`src/rtl/opc_bus_pkg.sv`:
```
// opc_bus_pkg: shared state encodings, counter widths and packed-field helper for the OPC bus controller
package opc_bus_pkg;
  typedef enum logic {HOLD, RUN} rst_state_e;
  typedef enum logic {IDLE, STALL} acc_state_e;
  localparam int RST_CW = 10;
  localparam int WAIT_W = 4;
  localparam int TO_W = 8;
  localparam logic [15:0] DEF_DATA = 16'hffff;
  function automatic logic [31:0] field(input logic [255:0] vec, input int idx, input int w);
    return 32'((vec >> (idx * w)) & ((256'(1) << w) - 256'(1)));
  endfunction
endpackage

```
`src/rtl/opc_reset_seq.sv`:
```
// opc_reset_seq: holds reset until pll_lock_i has been high for RST_STRETCH consecutive cycles
// Ports: clk, rst (sync, active high), pll_lock_i, run_o (registered, high once released)
module opc_reset_seq
  import opc_bus_pkg::*;
#(
  parameter int RST_STRETCH = 16
) (
  input  logic clk,
  input  logic rst,
  input  logic pll_lock_i,
  output logic run_o
);
  rst_state_e state_q, state_d;
  logic [RST_CW-1:0] cnt_q, cnt_d;
  always_comb begin
    state_d = state_q;
    cnt_d = cnt_q;
    if (!pll_lock_i) begin
      state_d = HOLD;
      cnt_d = '0;
    end else if (state_q == HOLD) begin
      cnt_d = cnt_q + 1'b1;
      state_d = cnt_q == RST_CW'(RST_STRETCH - 1) ? RUN : HOLD;
    end
  end
  always_ff @(posedge clk) begin
    if (rst) begin
      state_q <= HOLD;
      cnt_q <= '0;
    end else begin
      state_q <= state_d;
      cnt_q <= cnt_d;
    end
  end
  assign run_o = state_q == RUN;
endmodule

```
`src/rtl/opc_bus_ctrl.sv`:
```
// opc_bus_ctrl: N-channel address decoder with wait states, ack handshake, bus timeout and CPU reset sequencing
// Ports: clk/reset/pll_lock; cpu_* CPU side; chan_* slave side; bus_err/err_addr report timed-out accesses
module opc_bus_ctrl
  import opc_bus_pkg::*;
#(
  parameter int DW = 16,
  parameter int AW = 16,
  parameter int NCHAN = 4,
  parameter logic [NCHAN*AW-1:0] BASE = '0,
  parameter logic [NCHAN*AW-1:0] MASK = '1,
  parameter logic [NCHAN*WAIT_W-1:0] WAIT = '0,
  parameter int TIMEOUT = 15,
  parameter int RST_STRETCH = 16,
  parameter logic [DW-1:0] DEFAULT_DATA = DW'(DEF_DATA)
) (
  input  logic clk,
  input  logic reset,
  input  logic pll_lock,
  input  logic [AW-1:0] cpu_address,
  input  logic cpu_rnw,
  input  logic cpu_vda,
  output logic [DW-1:0] cpu_din,
  output logic cpu_clken,
  output logic cpu_reset_b,
  output logic [NCHAN-1:0] chan_cs_b,
  output logic chan_rnw,
  input  logic [NCHAN*DW-1:0] chan_dout,
  input  logic [NCHAN-1:0] chan_ack,
  output logic bus_err,
  output logic [AW-1:0] err_addr
);
  localparam int IW = NCHAN > 1 ? $clog2(NCHAN) : 1;
  logic [AW-1:0] base_a [NCHAN];
  logic [AW-1:0] mask_a [NCHAN];
  logic [WAIT_W-1:0] wait_a [NCHAN];
  logic [DW-1:0] dout_a [NCHAN];
  logic [NCHAN-1:0] hit;
  logic any_hit, run, acc, done, tmo, err_d;
  logic [IW-1:0] idx, ch_q, ch_d;
  acc_state_e state_q, state_d;
  logic [WAIT_W-1:0] wcnt_q, wcnt_d;
  logic [TO_W-1:0] tcnt_q, tcnt_d;
  logic [AW-1:0] eaddr_d;
  for (genvar i = 0; i < NCHAN; i++) begin : g_ch
    assign base_a[i] = AW'(field(256'(BASE), i, AW));
    assign mask_a[i] = AW'(field(256'(MASK), i, AW));
    assign wait_a[i] = WAIT_W'(field(256'(WAIT), i, WAIT_W));
    assign dout_a[i] = chan_dout[i*DW +: DW];
    assign hit[i] = (cpu_address & mask_a[i]) == (base_a[i] & mask_a[i]);
  end
  opc_reset_seq #(.RST_STRETCH(RST_STRETCH)) u_rst (
    .clk(clk),
    .rst(reset),
    .pll_lock_i(pll_lock),
    .run_o(run)
  );
  assign cpu_reset_b = run;
  assign chan_rnw = cpu_rnw;
  assign acc = run && cpu_vda;
  assign done = wcnt_q == '0 && chan_ack[ch_q];
  assign tmo = tcnt_q == TO_W'(TIMEOUT - 1);
  always_comb begin
    any_hit = 1'b0;
    idx = '0;
    for (int i = NCHAN - 1; i >= 0; i--) begin
      if (hit[i]) begin
        any_hit = 1'b1;
        idx = IW'(i);
      end
    end
  end
  always_comb begin
    state_d = state_q;
    wcnt_d = wcnt_q;
    tcnt_d = tcnt_q;
    ch_d = ch_q;
    chan_cs_b = '1;
    cpu_clken = 1'b1;
    cpu_din = DEFAULT_DATA;
    err_d = 1'b0;
    eaddr_d = err_addr;
    if (state_q == IDLE) begin
      if (acc && any_hit) begin
        chan_cs_b[idx] = 1'b0;
        cpu_din = dout_a[idx];
        if (wait_a[idx] != '0 || !chan_ack[idx]) begin
          // The IDLE cycle is itself the first stall, so one fewer remains
          cpu_clken = 1'b0;
          state_d = STALL;
          wcnt_d = wait_a[idx] == '0 ? '0 : wait_a[idx] - 1'b1;
          tcnt_d = '0;
          ch_d = idx;
        end
      end
    end else begin
      chan_cs_b[ch_q] = 1'b0;
      wcnt_d = wcnt_q == '0 ? '0 : wcnt_q - 1'b1;
      tcnt_d = tcnt_q + 1'b1;
      cpu_clken = done || tmo;
      cpu_din = done ? dout_a[ch_q] : DEFAULT_DATA;
      state_d = done || tmo ? IDLE : STALL;
      err_d = tmo && !done && pll_lock;
      eaddr_d = err_d ? cpu_address : err_addr;
      if (!pll_lock) state_d = IDLE;
    end
  end
  always_ff @(posedge clk) begin
    if (reset) begin
      state_q <= IDLE;
      wcnt_q <= '0;
      tcnt_q <= '0;
      ch_q <= '0;
      bus_err <= 1'b0;
      err_addr <= '0;
    end else begin
      state_q <= state_d;
      wcnt_q <= wcnt_d;
      tcnt_q <= tcnt_d;
      ch_q <= ch_d;
      bus_err <= err_d;
      err_addr <= eaddr_d;
    end
  end
endmodule

```
`config.mk`:
```
export PLATFORM = sky130hd
export DESIGN_NAME = opc_bus_ctrl
export DESIGN_NICKNAME = d
export VERILOG_FILES = /design/src/rtl/opc_bus_pkg.sv /design/src/rtl/opc_reset_seq.sv /design/src/rtl/opc_bus_ctrl.sv
export SDC_FILE = /design/constraint.sdc
export NUM_CORES = 1
export LEC_CHECK = 0
export BUFFER_PORTS_ARGS = -buffer_cell sky130_fd_sc_hd__buf_2
export CAP_MARGIN = 0
export CORE_ASPECT_RATIO = 1.25
export CORE_MARGIN = 8
export CORE_UTILIZATION = 25
export CTS_BUF_LIST = sky130_fd_sc_hd__clkbuf_8
export CTS_CLUSTER_SIZE = 8
export DETAILED_ROUTE_END_ITERATION = 16
export MAX_ROUTING_LAYER = met4
export PLACE_DENSITY_LB_ADDON = 0.2
export SYNTH_ARGS = -nofsm -noshare
export SYNTH_HDL_FRONTEND = slang
export SYNTH_HIERARCHICAL = 1
export SYNTH_SLANG_ARGS = --single-unit
```
`constraint.sdc`:
```
create_clock -name clk -period 2.1 [get_ports clk]
set_clock_uncertainty 0.15 [all_clocks]
set_input_delay 0.105 -clock clk [delete_from_list [all_inputs] [get_ports clk]]
set_output_delay 0.105 -clock clk [all_outputs]
set_load 0.02 [all_outputs]
```
## After elaboration in Yosys (flattened, before gate mapping)

Cells that the tools add are included.
Widths: inputs -> output; s select.

| storage, ports and cells | value |
|---|---|
| register bits after elaboration | 41 |
| output and inout port bits | 40 |

| operators by class | value |
|---|---|
| add/sub/neg operators | 3 |
| equality and inequality tests | 3 |
| muxes and demuxes | 23 |
| bitwise operators | 2 |
| reduce and logical (&&, ||, !) cells | 14 |

Operators with widths:

| kind | count |
|---|---|
| $mux 16 | 3 |
| $mux 8 | 3 |
| $mux 4 | 5 |
| $logic_not 16->1 | 1 |
| $mux 1 | 12 |
| $add 10x1->10 const B | 1 |
| $eq 10x4->1 const B | 1 |
| $add 8x1->8 const B | 1 |
| $eq 8x4->1 const B | 1 |
| $logic_and 1x1->1 | 5 |
| $logic_not 4->1 | 1 |
| $reduce_and 2->1 | 2 |
| $reduce_or 2->1 | 2 |
| $sub 4x1->4 const B | 1 |
| $ne 2x1->1 const B | 1 |
| $not 1->1 | 2 |
| $reduce_bool 2->1 | 1 |
| $logic_not 1->1 | 1 |
| $logic_or 1x1->1 | 1 |

## Logic depth before layout (Yosys ltp)

Gate-level depths: netlist of run 1.

| depth | value |
|---|---|
| depth after elaboration | 6 |
| mapped depth | 8 |

## Cells and area by module

The synthesis of run 1 kept the hierarchy.

Modules (own cells, without submodules):

| module | instances | cells an instance | area each (sq um) | seq. area each (sq um) |
|---|---|---|---|---|
| opc_bus_ctrl | 1 | 210 | 1686.6 | 600.6 |
| opc_reset_seq | 1 | 54 | 521.8 | 220.2 |

## Worst setup path before layout of run 1

Ideal clock, no wire load.

| timing | value |
|---|---|
| path type | reg2out |
| from | register wcnt_q[0] |
| to | output cpu_clken |
| data arrival time | 1.701 ns |
| path slack | 0.144 ns |
| stages on the path, launching flop included | 8 |
| path buffers | 2 |
| path through | dfxtp_1 -> inv_1 -> ha_1 -> or3b_4 -> o21a_1 -> buf_6 -> buf_6 -> a21oi_1 |

| between the ends | value |
|---|---|
| word-level cells in the longest chain between the ends | 4 |

RTL lines:

| what | line | source |
|---|---|---|
| start, declared | opc_bus_ctrl.sv:41 | `logic [WAIT_W-1:0] wcnt_q, wcnt_d;` |
| start signal, assigned | opc_bus_ctrl.sv:117 | `wcnt_q <= wcnt_d;` |
| $logic_not 4->1 | opc_bus_ctrl.sv:60 | `assign done = wcnt_q == '0 && chan_ack[ch_q];` |
| $logic_and 1x1->1 | opc_bus_ctrl.sv:60 |  |
| $logic_or 1x1->1 | opc_bus_ctrl.sv:99 | `cpu_clken = done \|\| tmo;` |
| $mux 1 | opc_bus_ctrl.sv:82 | `if (state_q == IDLE) begin` |
| end, declared | opc_bus_ctrl.sv:23 | `output logic cpu_clken,` |

Every way passes these cells.

## Worst setup path in the final report of run 1

| timing | value |
|---|---|
| from | register wcnt_q[0] |
| to | output cpu_din[3] |

| between the ends | value |
|---|---|
| word-level cells in the longest chain between the ends | 4 |

RTL lines:

| what | line | source |
|---|---|---|
| $logic_not 4->1 | opc_bus_ctrl.sv:60 |  |
| $logic_and 1x1->1 | opc_bus_ctrl.sv:60 |  |
| $mux 16 | opc_bus_ctrl.sv:100 | `cpu_din = done ? dout_a[ch_q] : DEFAULT_DATA;` |
| $mux 16 | opc_bus_ctrl.sv:82 |  |
| end, declared | opc_bus_ctrl.sv:22 | `output logic [DW-1:0] cpu_din,` |

Every way passes these cells.

==> impl_results.md, run 1 <==
- Fmax: 0.4857 GHz
- Ratio of cells with drive above 1 in the final layout: approximately a third
- Total design power: 0.001503 W
- DP Wirelength: roughly 4500 µm
- Cell count after synthesis: roughly 260
- Starting density of the core: approximately 26%
- Final Non-Filler Cells: roughly 480
- DIE WIDTH: between 100 and 150 µm
- Die Span Y: 121.1 µm
- Cell area after synthesis: 2208 µm²
- Fin crit share: between 90% and 100%
- Slew headroom: 62.69%
- Hold path startpoint: reset
- Maximum root-to-sink buffer count: 2
- MaxCap Viol Count: 0
- Sequential area share after synthesis: a little under two fifths
- Hold Crit Class: input pin to register
- P_sw: about 0.00032 W
- Antenna violations before repair: 0
- Iter 0 DRT Violations: 33
- Crit Path Max Fanout: 5
- Crit path DAT: between 1500 and 2000 ps
- Top cells by area, synth: dfxtp_1 37%, a21oi_1 5.4%, o21ai_0 5.4%
- CP max stage cell: or3b_4
- Layout area overhead: 38.30%
- Inst Count DP: around 450
- Fin util: 35.30%
- Setup-failing EPs final: 0
- GRT Total Usage: approximately a tenth
- Tmin final: between 2000 and 2500 ps
- Pwr/cell area: 492.2 nW/µm²
- Reg2Reg Capture Point: err_addr[4]$_SDFFE_PP0P_
- Synth Register Bits: 41
- Combinational share of power: 7.4%
- Setup crit start kind: register
- CTS tree: yes
- Area leader, netlist: dfxtp_1
- Clock sinks: slightly above 40
- Row Count: 38
- H-tree depth: 2
- Critical Path End Type: output port
- Reg2Reg Launch Point: wcnt_q[0]$_SDFFE_PP0P_
- Clk slew on worst S/H paths: around 70 ps
- Library cells used by synthesis: 53
- RSZ-0062 raised after global routing: yes
- Ys async rst share: 0%
- Critical path buffers and inverters: 2
- Setup Crit Path Kind: register to output port
- CP delay by family, top: simple AND/OR/NAND/NOR gates
- Vias in the first global route: around 2.2k
- Global-route wire length before repair: 10540 µm
- Most frequent cells in the layout: 64 x buf_2, 38 x dfxtp_1, 24 x o21ai_0, 23 x nor2_1, 23 x a21oi_1
- VDD IR max: 0.0002173 V
- Worst Path Required: around 1900 ps
- Flop-to-flop setup slack: between 100 and 150 ps
- Commonest non-fill, non-tap cell in the layout: buf_2
- Yosys warning total: 6
- Post-route DRC: 0
- Critical-path cell list: inv_2, ha_4, or3b_4, o21a_4, nor2_2, nand2_1, buf_6
- Pint: 0.001184 W
- Hold EP: bus_err$_SDFF_PP0_
- N_diodes: 0
- TritonRoute pass-1 iters: 4
- Lkg Pwr: roughly 1.2 nW
- Post-Route WL: between 6000 and 7000 µm
- Clock power frac: 40.7%
- # nets final: 450
- Status: completed
- Register share of total power: 51.9%
- Die ar.: about 12000 µm²
- Vias per cell: 4.679
- Pin count of the biggest net entering global routing: 21
- Number of synthesized flops with an enable pin: 0
- Hold Vio Cnt, Final: 0
- Vias: 2227
- Port Buffers: slightly above 70
- Syn_area_per_cell: about 8.4 µm²
- Clk_lat worst skew: slightly below 300 ps
- Final Max Tran Viols: 0
- Clock root buffer: clkbuf_8
- Main synth FF type: dfxtp_1
- Synth top area share: a little under two fifths
- Worst-Margin Slew: approximately 560 ps
- Global placer's final weighted congestion: approximately 0.79
- Core ar.: a little under 9000 µm²
- ANT nets after route: 0
- Sw Share: between 20% and 30%
- Hold path depth: 2
- Reg2reg path depth: 8
- Avg WL per Cell: 13.58 µm
- CP max stage delay: 420 ps
- CTS buffer count: 5
- Num ports: about 130
- GRT Residual Overflow: 0
==> cell type report <==
class                   instances  area, µm²
clock buffers                   5      68.82
fillers                       937       5599
inverters                      11      41.29
clock inverters                 2      35.03
repair buffers                102      666.9
multi-input cells             195       1267
well taps                     120      150.1
flip-flops and latches         41      824.5
==> sequential cells by signal, summed over array words and instances, names as in the netlist <==
signal,flops
err_addr,16
u_rst/cnt_q,10
tcnt_q,8
wcnt_q,4
bus_err,1
state_q,1
u_rst/run_o,1
==> synthesized netlist by cell type, types with 3 or more instances <==
library cell,number
a21oi_1,24
a311oi_1,3
a41oi_1,4
and3_1,4
buf_4,7
buf_6,5
clkbuf_1,6
dfxtp_1,41
ha_1,5
inv_1,11
nand2_1,19
nand3_1,21
nand3_2,3
nand4_1,3
nor2_1,27
nor3_1,3
nor4_1,3
nor4_2,3
o21ai_0,24
o31ai_1,3
or4_1,3
xnor2_1,3
==> power groups by stage <==
stage / clock network, W / registers, W / logic (W)
3_3_place_gp: 0 / 0.000799 / 0.0000830
2_1_floorplan: 0 / 0.000799 / 0.0000394
5_1_grt: 0.000675 / 0.000781 / 0.000124
6_report: 0.000611 / 0.000780 / 0.000112
3_5_place_dp: 0 / 0.000799 / 0.0000837
4_1_cts: 0.000637 / 0.000780 / 0.000109
==> how the worst max path moves through the flow <==
stage | startpoint | slack (ps) | depth (start not counted) | to
after detailed placement | tcnt_q[0]$_SDFFE_PP0P_ | 60 | 6 | err_addr[4]$_SDFFE_PP0P_
after floorplan | wcnt_q[0]$_SDFFE_PP0P_ | 140 | 7 | cpu_clken
after global placement | tcnt_q[0]$_SDFFE_PP0P_ | 60 | 6 | err_addr[1]$_SDFFE_PP0P_
after global routing | wcnt_q[0]$_SDFFE_PP0P_ | -50 | 7 | cpu_din[3]
after CTS | wcnt_q[1]$_SDFFE_PP0P_ | 8 | 7 | cpu_din[6]
final | wcnt_q[0]$_SDFFE_PP0P_ | 40 | 7 | cpu_din[3]
==> timing repair <==
action                                  CTS  global route
pin swaps                                 0             3
endpoints found under the setup margin   17            34
cloned                                    0             2
hold endpoints to repair                 17             0
gates resized for setup                   3            28
buffers inserted                          1             5
hold buffers                             17             0
==> metal layers <==
layer / global-route usage (%) / up-vias / routed length (µm)
li1: - / 1132 / -
met2: 18.35 / 54 / 3281
met3: 2.985 / 9 / 399
met5: - / - / 0
met1: 11.59 / 1032 / 2691
met4: 3.412 / 0 / 90
==> cell families after synthesis <==
group	count (synthesis)	share of synthesized area, %
other	1	0.1698
flip-flops	41	37.17
buffers and inverters	32	8.951
AO/OA/AOI/OAI	71	19.89
adder cells (fa/ha/maj)	5	2.833
XOR/XNOR	5	1.983
multiplexers	2	0.9066
AND/OR/NAND/NOR	107	28.10
==> stage by stage <==
stage	setup TNS [ps]	setup WS [ps]	cell area, µm²	hold slack [ps]
after floorplan	0	143.5	2216	80.91
after global placement	0	61.86	2630	60.15
after detailed placement	0	56.65	2630	60.15
after CTS	0	7.966	2912	1.959
after global routing	-381.2	-54.40	3054	10.72
final	0	41.29	3054	1.532
Note: power is estimated with default switching activity, not from simulation.
==> run 2, diff against run 1 <==
--- a/config.mk
+++ b/config.mk
@@ -5,6 +5,7 @@
 export SDC_FILE = /design/constraint.sdc
 export NUM_CORES = 1
 export LEC_CHECK = 0
+export ABC_AREA = 1
 export BUFFER_PORTS_ARGS = -buffer_cell sky130_fd_sc_hd__buf_2
 export CAP_MARGIN = 0
 export CORE_ASPECT_RATIO = 1.25
==> run 2 against run 1 <==
Hold slack better by 14 ps. Clock power down 12%. Die area decreased by 3.1%. Sequential share of layout area rose by 1.8 points. Critical endpoint is now cpu_din[7]. Maximum frequency up 4.1%. Largest cell class unchanged. Combinational power up 4%. Final cell count rose by 6.3%. Count of clock-buffer cells in the layout is the same. Critical path type is now input pin to output port. Largest power group unchanged.
==> impl_results.md, run 2 <==
- Fin crit share: 94.20% (was 98.03%)
- H-tree depth: 2 (unchanged)
- Ratio of cells with drive above 1 in the final layout: 25.92% (was 34.27%)
- CTS tree: yes (unchanged)
- Crit Path Max Fanout: 8 (was 5)
- Ys async rst share: 0% (unchanged)
- Maximum root-to-sink buffer count: 2 (unchanged)
- Biggest register: err_addr (unchanged)
- GRT Total Usage: 10.94% (was 10.67%)
- Most frequent cells in the layout: 72 x buf_2, 70 x nor2_1, 46 x nand2_1, 41 x dfxtp_1, 35 x nand3_1 (was 64 x buf_2, 38 x dfxtp_1, 24 x o21ai_0, 23 x nor2_1, 23 x a21oi_1)
- Area leader, netlist: dfxtp_1 (unchanged)
- Clk slew on worst S/H paths: 80 ps (was 70 ps)
- Pre-CTS setup slack: 181.5 ps (was 56.65 ps)
- Hold_ws: 15.83 ps (was 1.532 ps)
- Clock root buffer: clkbuf_8 (unchanged)
- Worst-Margin Slew: 549.3 ps (was 558.9 ps)
- Antenna violations before repair: 0 (unchanged)
- Core ar.: 8240 µm² (was 8653 µm²)
- Synth top area share: 38.54% (was 37.17%)
- Die Span Y: 119.2 µm (was 121.1 µm)
- Reg2Reg Launch Point: wcnt_q[0]$_SDFFE_PP0P_ (unchanged)
- Status: completed (unchanged)
- Pin count of the biggest net entering global routing: 20 (was 21)
- Final Max Tran Viols: 0 (unchanged)
- Lkg Pwr: 1.210 nW (was 1.237 nW)
- Layer with the highest usage: met2 (unchanged)
- Reg2Reg Capture Point: err_addr[0]$_SDFFE_PP0P_ (was err_addr[4]$_SDFFE_PP0P_)
- ANT nets after route: 0 (unchanged)
- Iter 0 DRT Violations: 97 (was 33)
- Cell area after synthesis: 2130 µm² (was 2208 µm²)
- Number of synthesized flops with an enable pin: 0 (unchanged)
- Port Buffers: 72 (unchanged)
- Row Count: 37 (was 38)
- GRT Residual Overflow: 0 (unchanged)
- Reg2reg path depth: 9 (was 8)
- Cell count after synthesis: 318 (was 264)
- Met2 usage: 19.14% (was 18.35%)
- Fmax: 0.5055 GHz (was 0.4857 GHz)
- Global-route wire length before repair: 10410 µm (was 10540 µm)
- Yosys warning total: 6 (unchanged)
- Met3 Use GR: 3.788% (was 2.985%)
- Setup-failing EPs final: 0 (unchanged)
- Critical Path End Type: output port (unchanged)
- N_diodes: 0 (unchanged)
- Vias in the first global route: 2234 (was 2224)
- Most numerous cell in the Yosys netlist: nor2_1 (was dfxtp_1)
- Setup crit start kind: input pin (was register)
- Vias per cell: 4.472 (was 4.679)
- # nets final: 502 (was 450)
- Synth Register Bits: 41 (unchanged)
- Largest regs: err_addr (16), u_rst/cnt_q (10), tcnt_q (8) (unchanged)
- Starting density of the core: 25.84% (was 25.52%)
- CP startpoint: cpu_address[13] (was wcnt_q[0]$_SDFFE_PP0P_)
- Clk_lat worst skew: 300 ps (was 290 ps)
- Hold Vio Cnt, Final: 0 (unchanged)
- Commonest non-fill, non-tap cell in the layout: buf_2 (unchanged)
- Slew headroom: 63.34% (was 62.69%)
- Top cells by area, synth: dfxtp_1 39%, nor2_1 13%, nand2_1 8.3% (was dfxtp_1 37%, a21oi_1 5.4%, o21ai_0 5.4%)
- CP endpoint: cpu_din[7] (was cpu_din[3])
- VDD IR max: 0.0002830 V (was 0.0002173 V)
- Sequential area share after synthesis: 38.54% (was 37.17%)
- Main synth FF type: dfxtp_1 (unchanged)
- Clock sinks: 41 (unchanged)
- Tmin final: 1978 ps (was 2059 ps)
- Syn_area_per_cell: 6.697 µm² (was 8.365 µm²)
- DP Wirelength: 4549 µm (was 4501 µm)
- Hold Crit Class: input pin to register (unchanged)
- Avg WL per Cell: 12.06 µm (was 13.58 µm)
- Routing usage on met1: 11.22% (was 11.59%)
- Library cells used by synthesis: 29 (was 53)
- Vias: 2263 (was 2227)
- Synth cell count leaders: 72 x nor2_1, 47 x nand2_1, 41 x dfxtp_1, 35 x nand3_1, 33 x inv_1 (was 41 x dfxtp_1, 27 x nor2_1, 24 x a21oi_1, 24 x o21ai_0, 21 x nand3_1)
- DIE WIDTH: 98.55 µm (was 100.1 µm)
- Post-route DRC: 0 (unchanged)
- Layout area overhead: 34.02% (was 38.30%)
- Flop-to-flop setup slack: 200 ps (was 140 ps)
- Final worst setup slack: 121.9 ps (was 41.29 ps)
- Pwr/cell area: 502.1 nW/µm² (was 492.2 nW/µm²)
- Setup Crit Path Kind: input pin to output port (was register to output port)
- Global placer's final weighted congestion: 0.8361 (was 0.7885)
- Max reg flops: 16 (unchanged)
- Crit path DAT: 1720 ps (was 1800 ps)
- Post-Route WL: 6101 µm (was 6463 µm)
- Num ports: 129 (unchanged)
- CTS buffer count: 5 (unchanged)
- TritonRoute pass-1 iters: 4 (unchanged)
- Die ar.: 11750 µm² (was 12120 µm²)
- MaxCap Viol Count: 0 (unchanged)
- Worst Path Required: 1850 ps (about the same)
[run 2: how the worst min path moves through the flow]
stage               startpoint                endpoint  cells after the start  slack [ps]
finish                   reset      bus_err$_SDFF_PP0_                      2          20
floorplan                reset  wcnt_q[0]$_SDFFE_PP0P_                      3         100
detailed placement     cpu_rnw                chan_rnw                      0          60
CTS                      reset      bus_err$_SDFF_PP0_                      2          10
global placement       cpu_rnw                chan_rnw                      0          60
global route             reset  tcnt_q[6]$_SDFFE_PP0P_                      2          30
[run 2: cells by family (layout without fill, tap and decap cells)]
kind of cell | count (synthesis) | after routing | share of synthesized area, %
AOI/OAI and AO/OA | 47 | 47 | 11.16
xor gates and xnor gates | 1 | 1 | 0.4114
adders and majority gates | 5 | 5 | 2.938
buffers and inverters | 50 | 139 | 10.22
DFF | 41 | 41 | 38.54
other | 1 | 3 | 0.1761
and+or+nand+nor | 173 | 173 | 36.55
[run 2: layer usage]
layer | up-vias | part of all wire (%)
met4 | 0 | 1.0
met5 | - | 0
li1 | 1184 | -
met1 | 1030 | 42
met2 | 44 | 50
met3 | 5 | 6.5
[run 2: critical path: stages]
cell and delay [ps]:
dlygate4sd3_1 540, buf_2 130, or2_1 230, nor2_2 150, nand3_1 100, nand2_2 100
buf_4 160, nand2_1 50, buf_2 150
[run 2: area by class of cell]
type	instances	area (µm²)
repair buffers	93	561.8
clock inverters	3	22.52
multi-input cells	229	1111
flip-flops and latches	41	820.8
well taps	97	121.4
inverters	38	147.6
fillers	889	5386
clock buffers	5	68.82
[run 2: stage by stage]
step | util [%] | total power, W | cells | cell area [µm²] | setup TNS [ps]
floorplan | - | 0.0008493 | 320 | 2137 | 0
global placement | 31.35 | 0.0008897 | 482 | 2584 | 0
detailed placement | 31.35 | 0.0008903 | 482 | 2584 | 0
CTS | 34.41 | 0.001456 | 506 | 2835 | 0
global route | 34.63 | 0.001503 | 506 | 2854 | -1.143
finish | 34.63 | 0.001433 | 506 | 2854 | 0
[run 2: repair_timing]
item / 4_1_cts / 5_1_grt
hold buffers: 16 / 0
hold endpoints to repair: 16 / 0
setup endpoints to repair: 0 / 21
buffers inserted: 0 / 0
gates resized for setup: 0 / 6
[run 2: report_power, final]
group          internal, W  switching [W]  total [W]
combinational    0.0000587      0.0000578   0.000116
clock             0.000236       0.000300   0.000536
sequential        0.000778     0.00000163   0.000780
total              0.00107       0.000360    0.00143
==> run 3, diff against run 2 <==
==> constraint.sdc (replaced) <==
create_clock -name clk -period 2.6 [get_ports clk]
set_clock_uncertainty 0.15 [all_clocks]
set_input_delay 0.13 -clock clk [delete_from_list [all_inputs] [get_ports clk]]
set_output_delay 0.13 -clock clk [all_outputs]
set_load 0.02 [all_outputs]
==> run 3 against run 2 <==
Setup slack improved by 150 ps. First-iteration DRC count fell by 8.2%. Total power fell by 20%. Combinational power fell by 19%. Critical path depth did not move. Count of clock-buffer cells in the layout did not move. Register-to-register slack improved by 480 ps. Sequential power fell by 19%. Die area did not move. Critical endpoint is now cpu_din[6].
==> impl_results.md, run 3 (synthesis results as in run 2) <==
- Row Count: 37 (unchanged)
- Vias in the first global route: 2199 (was 2234)
- Worst Path Required: 2320 ps (was 1850 ps)
- Reg2reg path depth: 8 (was 9)
- Tmin final: approximately 2300 ps
- Hold Vio Cnt, Final: 0 (unchanged)
- N_diodes: 0 (unchanged)
- Layout area overhead: 31.73% (was 34.02%)
- Starting density of the core: 25.84% (unchanged)
- Clock root buffer: clkbuf_8 (unchanged)
- ANT nets after route: 0 (unchanged)
- Ratio of cells with drive above 1 in the final layout: 24.20% (was 25.92%)
- Crit path DAT: 2050 ps (was 1720 ps)
- Filler Cell Count: 937 (was 889)
- Vias per cell: 4.424 (was 4.472)
- Setup-failing EPs final: 0 (unchanged)
- Reg2Reg Capture Point: wcnt_q[2]$_SDFFE_PP0P_ (was err_addr[0]$_SDFFE_PP0P_)
- Fin crit share: approximately nine tenths
- Vias: 2221 (was 2263)
- Pin count of the biggest net entering global routing: 20 (unchanged)
- Pwr/cell area: 410.1 nW/µm² (was 502.1 nW/µm²)
- GRT Residual Overflow: 0 (unchanged)
- Crit Path Max Fanout: 14 (was 8)
- Hold path depth: 2 (unchanged)
- MaxCap Viol Count: 0 (unchanged)
- P_sw: 0.0002837 W (was 0.0003597 W)
- Hold EP: bus_err$_SDFF_PP0_ (unchanged)
- Port Buffers: 72 (unchanged)
- DP Wirelength: 4484 µm (was 4549 µm)
- Register share of total power: 54.8% (was 54.4%)
- Combinational share of power: 8.2% (was 8.1%)
- Biggest register: err_addr (unchanged)
- Setup bufs post-CTS: 0 (unchanged)
- Max reg flops: 16 (unchanged)
- Clk slew on worst S/H paths: 90 ps (was 80 ps)
- Antenna violations before repair: 0 (unchanged)
- Post-Route WL: 6023 µm (was 6101 µm)
- Clock sinks: 41 (unchanged)
- Most frequent cells in the layout: 72 x nor2_1, 72 x buf_2, 47 x nand2_1, 41 x dfxtp_1, 35 x nand3_1 (was 72 x buf_2, 70 x nor2_1, 46 x nand2_1, 41 x dfxtp_1, 35 x nand3_1)
- Num ports: 129 (unchanged)
- Setup crit start kind: input pin (unchanged)
- Lkg Pwr: 1.190 nW (was 1.210 nW)
- Slew headroom: 61.26% (was 63.34%)
- VDD IR max: 0.0002131 V (was 0.0002830 V)
- Hold Crit Class: input pin to register (unchanged)
- H-tree depth: 2 (unchanged)
- Fmax: 0.4290 GHz
- Core ar.: 8240 µm² (unchanged)
- Pint: 0.0008666 W (was 0.001073 W)
- Global placer's final weighted congestion: 0.7721 (was 0.8361)
- Global-route wire length before repair: 10340 µm (was 10410 µm)
- Avg WL per Cell: 12.00 µm (was 12.06 µm)
- # nets final: 498 (was 502)
- Hold path startpoint: reset (unchanged)
- DIE WIDTH: 98.55 µm (unchanged)
- CTS buffer count: 5 (unchanged)
- Critical Path End Type: output port (unchanged)
- Largest regs: err_addr (16), u_rst/cnt_q (10), tcnt_q (8) (unchanged)
- Clock power frac: 37.0% (was 37.4%)
- TritonRoute pass-1 iters: 4 (unchanged)
- Flop-to-flop setup slack: 680 ps (was 200 ps)
- Post-route DRC: 0 (unchanged)
- Iter 0 DRT Violations: 89 (was 97)
- Final Max Tran Viols: 0 (unchanged)
- Setup Crit Path Kind: input pin to output port (unchanged)
- Die Span Y: 119.2 µm (unchanged)
- Sw Share: 24.67% (was 25.10%)
- RSZ-0062 raised after global routing: no
- GRT Total Usage: 10.84% (was 10.94%)
- Maximum root-to-sink buffer count: 2 (unchanged)
- CTS tree: yes (unchanged)
- Clk_lat worst skew: 300 ps (about the same)
- Setup TNS: 0 ps (unchanged)
- Reg2Reg Launch Point: u_rst/run_o$_SDFF_PP0_ (was wcnt_q[0]$_SDFFE_PP0P_)
- Status: completed (unchanged)
- Die ar.: 11750 µm² (unchanged)
- Worst-Margin Slew: 580.5 ps (was 549.3 ps)
- Hold_ws: 35.69 ps (was 15.83 ps)
[run 3: changes by cell type in the layout (fill, tap and decap cells not counted)]
cell     before  now
buf_4         4    1
buf_6         1    0
inv_4         0    1
inv_6         1    0
nand2_1      46   47
nand2_2       4    3
nor2_1       70   72
nor2_2        5    3
nor3_1        0    1
nor3_2        1    0
[run 3: area by class of cell]
type	instances	area [µm²]	area share, %
Sequential cell	41	820.8	29.26
Tap cell	97	121.4	4.326
Clock inverter	3	22.52	0.8029
Multi-Input combinational cell	229	1099	39.16
Inverter	38	145.1	5.174
Clock buffer	5	68.82	2.453
Timing Repair Buffer	89	528.0	18.82
[run 3: through the flow]
stage / std cells / utilization [%] / power (W) / worst slack, ps / instance area, µm²
after floorplan: 320 / - / 0.0006859 / 1027 / 2137
after global placement: 478 / 30.99 / 0.0007192 / 626.2 / 2554
after detailed placement: 478 / 30.99 / 0.0007202 / 608.8 / 2554
after CTS: 502 / 34.04 / 0.001175 / 253.4 / 2805
after global routing: 502 / 34.04 / 0.001212 / 69.09 / 2805
final: 502 / 34.04 / 0.001150 / 269.2 / 2805
[run 3: power by group through the flow]
stage / clock (W) / combinational (W) / sequential, W
final: 0.000426 / 0.0000944 / 0.000630
after detailed placement: 0 / 0.0000753 / 0.000645
after CTS: 0.000451 / 0.0000942 / 0.000630
after global routing: 0.000475 / 0.000106 / 0.000631
after global placement: 0 / 0.0000743 / 0.000645
after floorplan: 0 / 0.0000413 / 0.000645
[run 3: how the worst max path moves through the flow]
| stage | start | endpoint | slack (ps) | cells after the start |
|---|---|---|---|---|
| floorplan | u_rst/run_o$_SDFF_PP0_ | cpu_din[10] | 1030 | 6 |
| global placement | u_rst/run_o$_SDFF_PP0_ | cpu_din[8] | 630 | 7 |
| detailed placement | u_rst/run_o$_SDFF_PP0_ | cpu_din[6] | 610 | 7 |
| CTS | cpu_address[13] | cpu_din[6] | 250 | 9 |
| global route | cpu_address[13] | cpu_din[4] | 70 | 9 |
| finish | cpu_address[13] | cpu_din[6] | 270 | 9 |
[run 3: metal layers]
layer	vias up	routed length, µm	track usage, %
li1	1176	-	-
met1	989	2567	11.15
met2	50	3012	19.35
met3	6	352	3.205
met4	0	91	3.369
met5	-	0	-
[run 3: worst max-delay path, stage by stage]
cell and delay [ps]:
dlygate4sd3_1 540, buf_2 130, or2_1 230, nor2_1 170, nand3_1 110, nand2_1 260
buf_4 260, nand2_1 70, buf_2 160
[run 3: repair_timing]
item	in CTS	in global routing
resized for setup	0	0
hold buffers	16	0
hold endpoints to repair	16	0
